### config.mk
export PLATFORM = sky130hd
export DESIGN_NAME = fetch_stage_flat
export DESIGN_NICKNAME = d
export VERILOG_FILES = /design/src/rtl/fetch_stage_if.sv /design/src/rtl/fetch_stage.sv /design/src/flat_wrapper.sv
export SDC_FILE = /design/constraint.sdc
export NUM_CORES = 1
export LEC_CHECK = 0
export ABC_AREA = 1
export CAP_MARGIN = 20
export CORE_MARGIN = 5
export CORE_UTILIZATION = 46
export CTS_BUF_LIST = sky130_fd_sc_hd__clkbuf_16
export CTS_CLUSTER_DIAMETER = 100
export DETAILED_ROUTE_END_ITERATION = 12
export PLACE_DENSITY = 0.92
export SYNTH_ARGS = -nofsm -noshare
export SYNTH_HDL_FRONTEND = slang
export SYNTH_SLANG_ARGS = --single-unit
### constraint.sdc
create_clock -name clk -period 3 [get_ports clk]
set_input_delay 0.9 -clock clk [delete_from_list [all_inputs] [get_ports clk]]
set_output_delay 0.9 -clock clk [all_outputs]
set_load 0.02 [all_outputs]
### src/rtl/fetch_stage_if.sv
// Instruction-memory request/response bundle between the fetch stage and imem.
// The master side issues read requests; the slave side returns words.
interface fetch_stage_if;
    logic        imem_rd_en;
    logic [15:0] imem_addr;
    logic [15:0] imem_data;
    logic        imem_valid;

    modport master (
        output imem_rd_en,
        output imem_addr,
        input  imem_data,
        input  imem_valid
    );

    modport slave (
        input  imem_rd_en,
        input  imem_addr,
        output imem_data,
        output imem_valid
    );
endinterface

### src/rtl/fetch_stage.sv
// Single-slot instruction fetch stage with branch redirect and HLT detection.
// Optional build macro FETCH_ALIGN_CHECK_EN: odd branch targets raise align_err and halt.
module fetch_stage #(
    parameter logic [15:0] RESET_PC = 16'h0000
) (
    input  logic                clk,
    input  logic                rst,
    input  logic                stall,
    input  logic                branch_taken,
    input  logic [15:0]         branch_target,
    fetch_stage_if.master       imem,
    output logic [15:0]         instr,
    output logic                instr_valid,
    output logic [15:0]         pc_plus2,
    output logic                halted,
    output logic                align_err
);

    typedef enum logic [0:0] {
        FETCH  = 1'b0,
        HALTED = 1'b1
    } state_t;

    localparam logic [3:0] OP_HLT = 4'b1111;

    state_t      state, state_n;
    logic [15:0] pc, pc_n;
    logic [15:0] instr_n;
    logic [15:0] pc_plus2_n;
    logic        instr_valid_n;
    logic [15:0] pc_inc;
    logic [15:0] redirect_pc;
    logic        slot_free;
    logic        consume;
    logic        xfer;

    assign pc_inc      = pc + 16'd2;
    assign redirect_pc = branch_target & 16'hFFFE;
    assign slot_free   = !instr_valid || !stall;
    assign consume     = instr_valid && !stall;

    // No request is visible while reset is asserted; the first one follows its release.
    assign imem.imem_rd_en = !rst && (state == FETCH) && slot_free && !branch_taken;
    assign imem.imem_addr  = pc & 16'hFFFE;
    assign xfer            = imem.imem_rd_en && imem.imem_valid;
    assign halted          = (state == HALTED);

`ifdef FETCH_ALIGN_CHECK_EN
    logic align_err_q, align_err_n;
    assign align_err = align_err_q;
`else
    assign align_err = 1'b0;
`endif

    always_comb begin
        state_n       = state;
        pc_n          = pc;
        instr_n       = instr;
        pc_plus2_n    = pc_plus2;
        instr_valid_n = instr_valid;
`ifdef FETCH_ALIGN_CHECK_EN
        align_err_n   = align_err_q;
`endif
        case (state)
            FETCH: begin
                if (branch_taken) begin
                    // Redirect wins over stall and over any response arriving this cycle.
                    instr_valid_n = 1'b0;
`ifdef FETCH_ALIGN_CHECK_EN
                    if (branch_target[0]) begin
                        state_n     = HALTED;
                        align_err_n = 1'b1;
                    end else begin
                        pc_n = redirect_pc;
                    end
`else
                    pc_n = redirect_pc;
`endif
                end else if (xfer) begin
                    instr_n       = imem.imem_data;
                    instr_valid_n = 1'b1;
                    pc_plus2_n    = pc_inc;
                    pc_n          = pc_inc;
                    if (imem.imem_data[15:12] == OP_HLT) begin
                        state_n = HALTED;
                    end
                end else if (consume) begin
                    instr_valid_n = 1'b0;
                end
            end
            HALTED: begin
                if (consume) begin
                    instr_valid_n = 1'b0;
                end
            end
            default: begin
                state_n = FETCH;
            end
        endcase
    end

    always_ff @(posedge clk) begin
        if (rst) begin
            state       <= FETCH;
            pc          <= RESET_PC & 16'hFFFE;
            instr       <= 16'h0000;
            instr_valid <= 1'b0;
            pc_plus2    <= 16'h0000;
        end else begin
            state       <= state_n;
            pc          <= pc_n;
            instr       <= instr_n;
            instr_valid <= instr_valid_n;
            pc_plus2    <= pc_plus2_n;
        end
    end

`ifdef FETCH_ALIGN_CHECK_EN
    always_ff @(posedge clk) begin
        if (rst) begin
            align_err_q <= 1'b0;
        end else begin
            align_err_q <= align_err_n;
        end
    end
`endif

endmodule

### src/flat_wrapper.sv
// flat-port wrapper written by rule: the top's interface ports become plain ports
module fetch_stage_flat 
#(
    parameter logic [15:0] RESET_PC = 16'h0000
)
  (clk, rst, stall, branch_taken, branch_target, instr, instr_valid, pc_plus2, halted, align_err, imem_imem_rd_en, imem_imem_addr, imem_imem_data, imem_imem_valid);
  fetch_stage_if imem_i ();
  input  logic clk;
  input  logic rst;
  input  logic stall;
  input  logic branch_taken;
  input  logic [15:0] branch_target;
  output logic [15:0] instr;
  output logic instr_valid;
  output logic [15:0] pc_plus2;
  output logic halted;
  output logic align_err;
  output wire logic [$bits(imem_i.imem_rd_en)-1:0] imem_imem_rd_en;
  output wire logic [$bits(imem_i.imem_addr)-1:0] imem_imem_addr;
  input wire logic [$bits(imem_i.imem_data)-1:0] imem_imem_data;
  input wire logic [$bits(imem_i.imem_valid)-1:0] imem_imem_valid;
  assign imem_imem_rd_en = imem_i.imem_rd_en;
  assign imem_imem_addr = imem_i.imem_addr;
  assign imem_i.imem_data = imem_imem_data;
  assign imem_i.imem_valid = imem_imem_valid;
  fetch_stage #(.RESET_PC(RESET_PC)) u_core (.clk(clk), .rst(rst), .stall(stall), .branch_taken(branch_taken), .branch_target(branch_target), .imem(imem_i), .instr(instr), .instr_valid(instr_valid), .pc_plus2(pc_plus2), .halted(halted), .align_err(align_err));
endmodule
# Yosys cells after proc, flatten, opt, wreduce, memory -nomap -nowiden
# Index checks and enable logic that the tools add are counted.
word_totals:
  regBits: 50
  output_inout_bits: 52
  wordCells: 32
op_classes:
  n_addsub: 1
  n_eq_ne: 1
  mux: 10
  bitwise: 2
  reduce_logical: 13
ops:
  columns: ["operator", "count"]
  rows:
  - ["two-way mux 16 bit", 2]
  - ["adder 16 x 2 -> 16 bit (second input constant)", 1]
  - ["two-way mux 1 bit", 7]
  - ["logical AND 1 bit", 5]
  - ["equality test 4 bit (second input constant)", 1]
  - ["logical NOT 1 bit", 4]
  - ["AND reduction 3 bit", 1]
  - ["NOT 1 bit", 2]
  - ["one-hot mux 1 bit (2 select lines)", 1]
  - ["AND reduction 2 bit", 1]
  - ["nonzero test 2 bit", 1]
  - ["logical OR 1 bit", 1]

# Logic depth before layout (Yosys ltp)
# Gate-level depths: netlist of run 1.
depth:
  word_depth: 8
  ltp_mapped: 8
  ltp_nobuf: 8

# Worst setup path after synthesis of run 1
# Ideal clock, no wire load.
synth_path:
  kind: "input to output"
  from: "in branch_taken"
  to: "out imem_imem_rd_en"
  t_arrival_ns: 1.954
  t_required_ns: 2.100
  path_slack_ns: 0.146
  cell_stages: 3
  path_cell_list: "buf_6 clkbuf_1 nor4_1"
synth_between:
  elab_chain_cells: 2
synth_rtl:
  columns: ["element", "line", "source"]
  rows:
  - ["start: declaration", "flat_wrapper.sv:11", "input logic branch_taken;"]
  - ["logical NOT 1 bit", "fetch_stage.sv:43", "assign imem.imem_rd_en = !rst && (state == FETCH) && slot_free && !branch_taken;"]
  - ["logical AND 1 bit", "fetch_stage.sv:43", null]
  - ["end: declaration", "flat_wrapper.sv:18", "output wire logic [$bits(imem_i.imem_rd_en)-1:0] imem_imem_rd_en;"]
# No other way between the ends.

# Worst setup path after layout of run 1
layout_path:
  from: "in stall"
  to: "out imem_imem_rd_en"
layout_between:
  elab_chain_cells: 4
layout_rtl:
  columns: ["element", "line", "source"]
  rows:
  - ["start: declaration", "flat_wrapper.sv:10", "input logic stall;"]
  - ["logical NOT 1 bit", "fetch_stage.sv:39", "assign slot_free = !instr_valid || !stall;"]
  - ["logical OR 1 bit", "fetch_stage.sv:39", null]
  - ["logical AND 1 bit (2 in a row)", "fetch_stage.sv:43", null]
# No other way between the ends.

==> impl.org, run 1 <==
** Global route
- Initial antenna violation count :: 0
- Pin count of the biggest net entering global routing :: 46
- Overall overflow remaining after global route :: 0
- Total GRT Usage :: 20.6%
- The via count of the first global-routing pass is between 2k and 2.5k.
- The first global-routing pass estimated 10100 um of wire.

** Cells and area
- After the last flow step, the layout net total stands at 419.
- Leaving out fill and tap cells, the most frequent cell in the layout is clkdlybuf4s50_1.
- Proportion of layout cells with a drive suffix above 1 :: around 7.3%
- The library cells used most frequently in the layout, excluding fill and tap cells, are 83 x clkdlybuf4s50_1, 76 x nand2_1, 48 x dfxtp_1.
- The area growth from synthesis to layout is 45.2%.
- The repair_antennas step left the layout with diodes totalling 0.
- Leaving out filler cells and counting taps, the final layout contains about 440.

** Floorplanning
- Die width :: 79.3 um
- Number of primary I/O pins :: ~90
- In this run the standard cell core region covers about 4700 sq um.
- The initial utilization of the core area, before any placement, comes to a little under half.
- Overall die height :: slightly below 80 um
- The initialized floorplan defines 25 standard-cell rows.
- The floorplan step defined a die boundary enclosing between 6000 and 7000 sq um.

** Clock tree
- Number of buffers created by CTS :: 5
- In this run the post-CTS setup repair buffer count came out at 0.
- Number of sinks on the clock net :: 48
- Clock latency on the worst-skew pair :: 0.29 ns
- In this run the deepest clock path goes through 2 buffers.
- In this run the number of H-tree levels came out at 2.
- Clock-pin transition on the worst setup and hold timing paths :: 0.06 ns
- TritonCTS built the clock tree.
- Hold_buf cts :: 0
- In this run the clock root is driven by a clkbuf_16.

** Place
- Placer's final routability congestion estimate :: 0.865
- Port buffer count :: 84
- Summed over all nets, the half-perimeter wirelength after detailed placement is 4530 um.
- Count of placed standard cells including taps :: around 430

** Timing
- The clock arrives with around 0.0053 ns of skew.
- Final-report hold violation count :: 0
- Setup violation total in the final timing report :: 0
- The number of max-slew violations in the final report was 0.
- Setup repair after global routing left no endpoint under its margin.
- Min Tclk post-route :: about 2.9 ns
- Measured against its own limit, the worst slew margin works out to approximately two thirds.
- Actual slew at the worst max-slew pin :: 0.505 ns
- Of the available clock period, the critical path in the final layout requires 96.6%.
- Upper clock frequency limit :: about 350 MHz

** Synthesis
- Post-synthesis mux area share :: 0.905%
- Of the post-synthesis cell area, the dominant cell type holds 43.4%.
- Synthesis instantiated 30 different standard cells from the library.
- The synthesized netlist devotes approximately 30% of its cell area to simple gates.
- Post-synthesis share of cell area spent on full adders, half adders and majority gates :: less than 1%
- Sorting the synthesized cells by area gives the leading types as dfxtp_1 43%, nand2_1 13%, nand3_1 9.5%, a21oi_1 4.8%, o21ai_0 3.6%.
- Average instance area after synthesis :: between 7 and 8 sq um
- For this run, the number of Yosys warnings is 0.
- Synthesis inferred between 40 and 50 register bits.
- By area, the combinational part of the netlist is dominated by simple AND/OR/NAND/NOR gates.
- Summing the sequential cell areas from Yosys gives 43.4% of the chip area.
- Summed instance area of the synthesized netlist :: 2210 sq um
- The synthesized netlist devotes 13.5% of its cell area to compound gates.
- The synthesized design spends more area on one cell type than any other, namely dfxtp_1.
- XOR/XNOR share of the synthesized area :: around 2.8%
- Post-synthesis instance total :: ~300

** Route
- The first detailed-routing pass ran for 4 iterations.
- After detailed routing, the average wire length per cell comes to ~14 um.
- After the first detailed-routing iteration, the DRC count stood at 194.
- Across all layers, the routed design uses 2296 vias.
- Wires add up to 6300 um.
- Once detail routing completed, the nets flagged for antenna violations numbered 0.
- Vias per cell :: 5.27
- Number of design rule violations left after detail routing :: 0

** Critical path
- The worst setup path is captured at a primary output.
- At the worst endpoint, the required time is between 2 and 2.5 ns.
- The critical path goes through clkdlybuf4s50_1 > nand2_1 > inv_1 > nor4_1 > clkdlybuf4s15_1.
- Cell with the largest stage delay on the worst path :: clkdlybuf4s50_1
- Element type at the critical path start :: primary input
- The largest single stage delay on the critical path is approximately 0.4 ns.
- Critical path peak fanout :: 2
- Critical path type :: in -> out
- Data on the critical path arrives at its endpoint at roughly 2 ns.

** Power
- Overall power consumption after layout is estimated at about 1600 uW.
- For this design the ratio of total power to cell area is a little under 500 nW/um^2.
- P_leak :: ~0.0013 uW
- The worst-case IR drop observed on VDD is ~310 uV.

** Outcome
- The run finished with clean final reports.

** Worst hold path
- Type of the most critical hold path :: reg -> reg

** Run
- Across the run, the number of max-cap violations was 0.
## cell usage after synthesis, drive strengths merged
| cell type | number |
|---|---|
| xnor2 | 1 |
| a31oi | 2 |
| dfxtp | 48 |
| nor3 | 2 |
| nand2 | 77 |
| inv | 21 |
| a22oi | 6 |
| nand4 | 4 |
| clkbuf | 5 |
| ha | 1 |
| o21ai | 25 |
| nor4 | 1 |
| buf | 14 |
| nand3 | 42 |
| conb | 1 |
| or2 | 1 |
| xor2 | 6 |
| o211a | 1 |
| nor2 | 17 |
| a21oi | 21 |
| mux2i | 2 |
## worst paths after layout
check,start,to,slack (ns),cells after the start
max,stall,imem_imem_rd_en,0.10,5
min,u_core.instr[7],u_core.instr[7],0.46,2
max reg2reg,u_core.pc[1],u_core.pc[11],1.40,7
min reg2reg,u_core.instr[7],u_core.instr[7],0.46,2
## repair_timing
action / 4_1_cts / 5_1_grt
setup endpoints to repair: 1 / 1
resized for setup: 1 / 1
endpoints found under the hold margin: 0 / 0
## per-layer routing
metal | up-vias | GRT usage [%] | part of all wire (%)
met1 | 1045 | 24.1 | 40
li1 | 1147 | - | -
met5 | - | 0 | 0
met2 | 93 | 33.2 | 47
met3 | 11 | 8.62 | 11
met4 | 0 | 8.42 | 1.9
## layout make-up
type	count	area, sq um
clock buffers	5	125
well taps	54	67.6
inverters	21	78.8
flip-flops and latches	48	961
repair buffers	93	908
multi-input cells	212	1060
clock inverters	3	13.8
fillers	393	1480
## kinds of logic after synthesis
kind of cell | after synthesis
and+or+nand+nor | 144
AOI/OAI and AO/OA | 55
DFF | 48
buffers and inverters | 40
xor gates and xnor gates | 7
muxes | 2
adders and majority gates | 1
other | 1
## worst max-delay path, delay by kind of cell
kind | cells | cell delay [ns]
buf+inv | 3 | 0.81
simple gates | 2 | 0.28
## registers in the layout, summed over array words and instances (netlist names)
| register | cells |
|---|---|
| u_core.instr | 16 |
| u_core.instr_valid | 1 |
| u_core.halted | 1 |
| u_core.pc | 15 |
| u_core.pc_plus2 | 15 |
## where the power goes
group,switching (uW),leakage [uW],internal [uW]
clock,239,0.0000710,303
sequential,33.5,0.000393,675
combinational,157,0.000884,146
## metrics by stage
stage	hold WS, ns	utilization (%)	instance area (sq um)	setup TNS (ns)	setup slack, ns
6_report	0.463	68.5	3210	0	0.103
5_1_grt	0.486	68.5	3210	0	0.00322
2_1_floorplan	0.535	-	2220	0	0.146
3_3_place_gp	0.449	65.5	3070	-0.140	-0.140
3_5_place_dp	0.456	65.5	3070	-0.237	-0.237
4_1_cts	0.465	68.5	3210	0	0.0766
(Power assumes the default switching activity.)
==> inputs of run 2 (changes only) <==
--- a/config.mk
+++ b/config.mk
@@ -11,6 +11,7 @@
 export CORE_UTILIZATION = 46
 export CTS_BUF_LIST = sky130_fd_sc_hd__clkbuf_16
 export CTS_CLUSTER_DIAMETER = 100
+export CTS_CLUSTER_SIZE = 25
 export DETAILED_ROUTE_END_ITERATION = 12
 export PLACE_DENSITY = 0.92
 export SYNTH_ARGS = -nofsm -noshare
==> results of run 2 <==
Same layout as run 1: the final DEF is identical, and so are final timing and power.
==> inputs of run 3 (changes only) <==
--- a/config.mk
+++ b/config.mk
@@ -7,13 +7,12 @@
 export LEC_CHECK = 0
 export ABC_AREA = 1
 export CAP_MARGIN = 20
-export CORE_MARGIN = 5
-export CORE_UTILIZATION = 46
+export CORE_UTILIZATION = 43
 export CTS_BUF_LIST = sky130_fd_sc_hd__clkbuf_16
 export CTS_CLUSTER_DIAMETER = 100
 export CTS_CLUSTER_SIZE = 25
 export DETAILED_ROUTE_END_ITERATION = 12
-export PLACE_DENSITY = 0.92
+export PLACE_DENSITY = 0.88
 export SYNTH_ARGS = -nofsm -noshare
 export SYNTH_HDL_FRONTEND = slang
 export SYNTH_SLANG_ARGS = --single-unit
==> constraint.sdc (replaced) <==
create_clock -name clk -period 2.9 [get_ports clk]
set_input_delay 0.87 -clock clk [delete_from_list [all_inputs] [get_ports clk]]
set_output_delay 0.87 -clock clk [all_outputs]
set_load 0.02 [all_outputs]
==> run 3 against run 2 <==
  * Utilization down 1.3 points
  * Via count down 0.96%
  * Non-clock buffer count unchanged
  * Sequential power increased by 3.7%
  * Worst hold slack improved by 0.0026 ns
  * Register-to-register slack got worse by 0.11 ns
  * Die area down 14%
  * Global-route usage increased by 2.4 points
  * First-iteration DRC count is 25% lower
  * Final area up 1.4%
  * Clock power is 21% higher
  * Count of clock-buffer cells in the layout stayed put
==> impl.org, run 3 (synthesized netlist as in run 1, its figures left out) <==
** Outcome
- Status :: completed (unchanged)

** Critical path
- The arrival time of the worst setup path came to 1.94 ns (was 2.00 ns).
- Critical path peak fanout :: 2 (unchanged)
- The count of cells along the worst register-to-register path came to 7 (unchanged).
- Critical path type :: in -> out (unchanged)
- The endpoint class of the critical path is a primary output (unchanged).
- The required arrival time at the worst endpoint was 2.03 ns (was 2.10 ns).
- The type of element launching the critical path was a primary input (unchanged).

** Timing
- The setup violation total in the final timing report is 0 (unchanged).
- Of the available clock period, the critical path in the final layout requires a little over nine tenths.
- Worst path setup slack after routing :: 0.0935 ns (was 0.103 ns)
- Total count of max-transition violations in the final report :: 0 (unchanged)
- Min Tclk post-route :: roughly 2.8 ns
- The post-route clock skew was 0.00523 ns (was 0.00531 ns).
- The final number of hold-violating endpoints came to 0 (unchanged).
- Setup TNS after final layout :: 0 ns (unchanged)
- Timing would allow up to between 300 and 400 MHz.
- Unrepaired setup endpoints after global routing :: no (unchanged)

** Power
- Tot Pwr :: 1700 uW (was 1550 uW)
- The internal cell power was 1250 uW (was 1120 uW).
- Comb pwr share :: 18.3% (was 19.5%)
- The sequential power share is 43.1% (was 45.6%).
- Highest ir drop seen on vdd :: 376 uV (was 309 uV)
- The clock share of power is 38.6% (was 34.9%).
- The share of total power consumed by net switching was 26.4% (was 27.7%).
- PD cells :: 523 nW/um^2 (was 483 nW/um^2)
- The total net switching power came to 450 uW (was 429 uW).
- The leakage power of the design was 0.00136 uW (was 0.00135 uW).

** Place
- Final HPWL from detailed placement :: 4150 um (was 4530 um)
- The routability congestion estimate is 0.796 (was 0.865).
- The number of placed cells counting well taps came to 441 (was 428).
- The pre-CTS worst setup slack was -0.224 ns (was -0.237 ns).
- Port buffer count :: 84 (unchanged)

** Clock tree
- CTS tree :: done (unchanged)
- The clock slew seen by the registers of the worst setup and hold paths is 0.06 ns (about the same).
- CTS Root Cell :: clkbuf_16 (unchanged)
- The buffer levels on the longest clock path was 2 (unchanged).
- The depth of the CTS H-tree came to 2 (unchanged).
- Number of sinks on the clock net :: 48 (unchanged)
- The number of buffers inserted by post-CTS setup repair was 0 (unchanged).
- The clock insertion delay at the later pin of the skew report was 0.29 ns (about the same).
- Number of buffers created by CTS :: 5 (unchanged)
- Hold_buf cts :: 0 (unchanged)

** Route
- Vias per cell :: 5.06 (was 5.27)
- Number of design rule violations left after detail routing :: 0 (unchanged)
- The final wirelength was 5860 um (was 6300 um).
- Number of iterations in the first detailed-routing pass :: 4 (unchanged)
- The count of nets left with antenna violations after detail routing is 0 (unchanged).
- The average wire per standard cell came to 13.1 um (was 14.4 um).
- Via count :: 2274 (was 2296)
- The first-iteration detailed-routing DRC count is 145 (was 194).

** Cells and area
- The register bank with the most flops was u_core.instr (unchanged).
- Most frequent cells in the layout: 83 x clkdlybuf4s50_1, 76 x nand2_1, 48 x dfxtp_1 (unchanged).
- Most frequent standard cell in the layout excluding fill and tap cells :: clkdlybuf4s50_1 (unchanged)
- Final #Nets :: 419 (unchanged)
- Final core utilization :: 67.2% (was 68.5%)
- The antenna cell count is 0 (unchanged).
- The number of cells in the finished layout apart from fillers came to 449 (was 436).
- The area of the multi-input gates was 1060 sq um (unchanged).
- The register area is 961 sq um (unchanged).
- Largest registers ranked by flip-flop count: u_core.instr: 16 flops, u_core.pc: 15 flops, u_core.pc_plus2: 15 flops (unchanged).
- Proportion of layout cells with a drive suffix above 1 :: 7.59% (was 7.33%)
- The layout-stage area growth over the synthesis result was 47.2% (was 45.2%).
- Flip-flop count of the largest register, all copies and words added :: 16 (unchanged)
- The count of fill cells added during filler insertion is 422 (was 393).

** Floorplanning
- Die ar. :: 5440 sq um (was 6300 sq um)
- The vertical die dimension was 73.7 um (was 79.3 um).
- Die width :: 73.7 um (was 79.3 um)
- Number of primary I/O pins :: 89 (unchanged)
- # rows :: 25 (unchanged)
- Standard cell core area :: 4850 sq um (was 4690 sq um)
- The initial core utilization is 45.6% (was 47.1%).

** Global route
- The via count of the first global-routing pass came to 2183 (was 2157).
- Pin count of the biggest net entering global routing :: 46 (unchanged)
- The total grt overflow came to 0 (unchanged).
- First-pass GRT wire length :: 9580 um (was 10100 um)
- The global router's overall resource usage was 23.0% (was 20.6%).
- Initial antenna violation count :: 0 (unchanged)

** Run
- Maximum Capacitance Violations :: 0 (unchanged)

** Worst hold path
- The class of the most critical hold timing path is reg -> reg (unchanged).
- The worst hold path stage count is 2 (unchanged).
==> run 3: cell count changes in the layout (fill, tap and decap cells not counted), sizes merged <==
cell,delta
bufinv,+1
clkdlybuf4s15,-1
clkinv,-2
clkinvlp,+1
dlygate4sd1,+1
==> run 3: critical path, stage by stage <==
cell and delay [ns]:
clkdlybuf4s50_1 0.41, nor4_1 0.30, dlygate4sd1_1 0.35
==> run 3: what timing repair did <==
item	4_1_cts	5_1_grt
endpoints found under the hold margin	0	0
endpoints found under the setup margin	1	1
gates resized for setup	1	2
pin swaps	0	0
==> run 3: worst paths after layout <==
check / slack [ns] / endpoint / startpoint
hold / removal: 0.47 / u_core.pc_plus2[3] / u_core.pc_plus2[3]
setup reg to reg: 1.29 / u_core.pc[11] / u_core.pc[2]
hold reg to reg: 0.47 / u_core.pc_plus2[3] / u_core.pc_plus2[3]
setup / recovery: 0.09 / imem_imem_rd_en / branch_taken
==> run 3: cell type report <==
cell class              instances  share of cell area [%]
clock buffers                   5                    3.84
clock inverters                 3                    1.31
inverters                      21                    2.42
multi-input cells             212                    32.5
flip-flops and latches         48                    29.5
well taps                      67                    2.57
repair buffers                 93                    27.9
==> run 3: per-layer routing <==
| metal | up-vias | routed length (um) | track usage [%] |
|---|---|---|---|
| li1 | 1149 | - | - |
| met1 | 1037 | 2410 | 26.3 |
| met2 | 78 | 2910 | 39.3 |
| met3 | 10 | 455 | 7.96 |
| met4 | 0 | 87 | 8.97 |
| met5 | - | 0 | 0 |
==> run 3: power groups by stage <==
stage / sequential, uW / clock [uW] / combinational, uW
3_3_place_gp: 746 / 0 / 304
6_report: 734 / 658 / 312
4_1_cts: 734 / 660 / 312
5_1_grt: 739 / 687 / 337
2_1_floorplan: 789 / 0 / 118
3_5_place_dp: 748 / 0 / 311
==> run 3: per-stage QoR <==
stage	cell area, sq um	hold WS (ns)
after floorplan	2220	0.535
after global placement	3090	0.448
after detailed placement	3090	0.456
after CTS	3260	0.468
after global routing	3260	0.488
final	3260	0.466
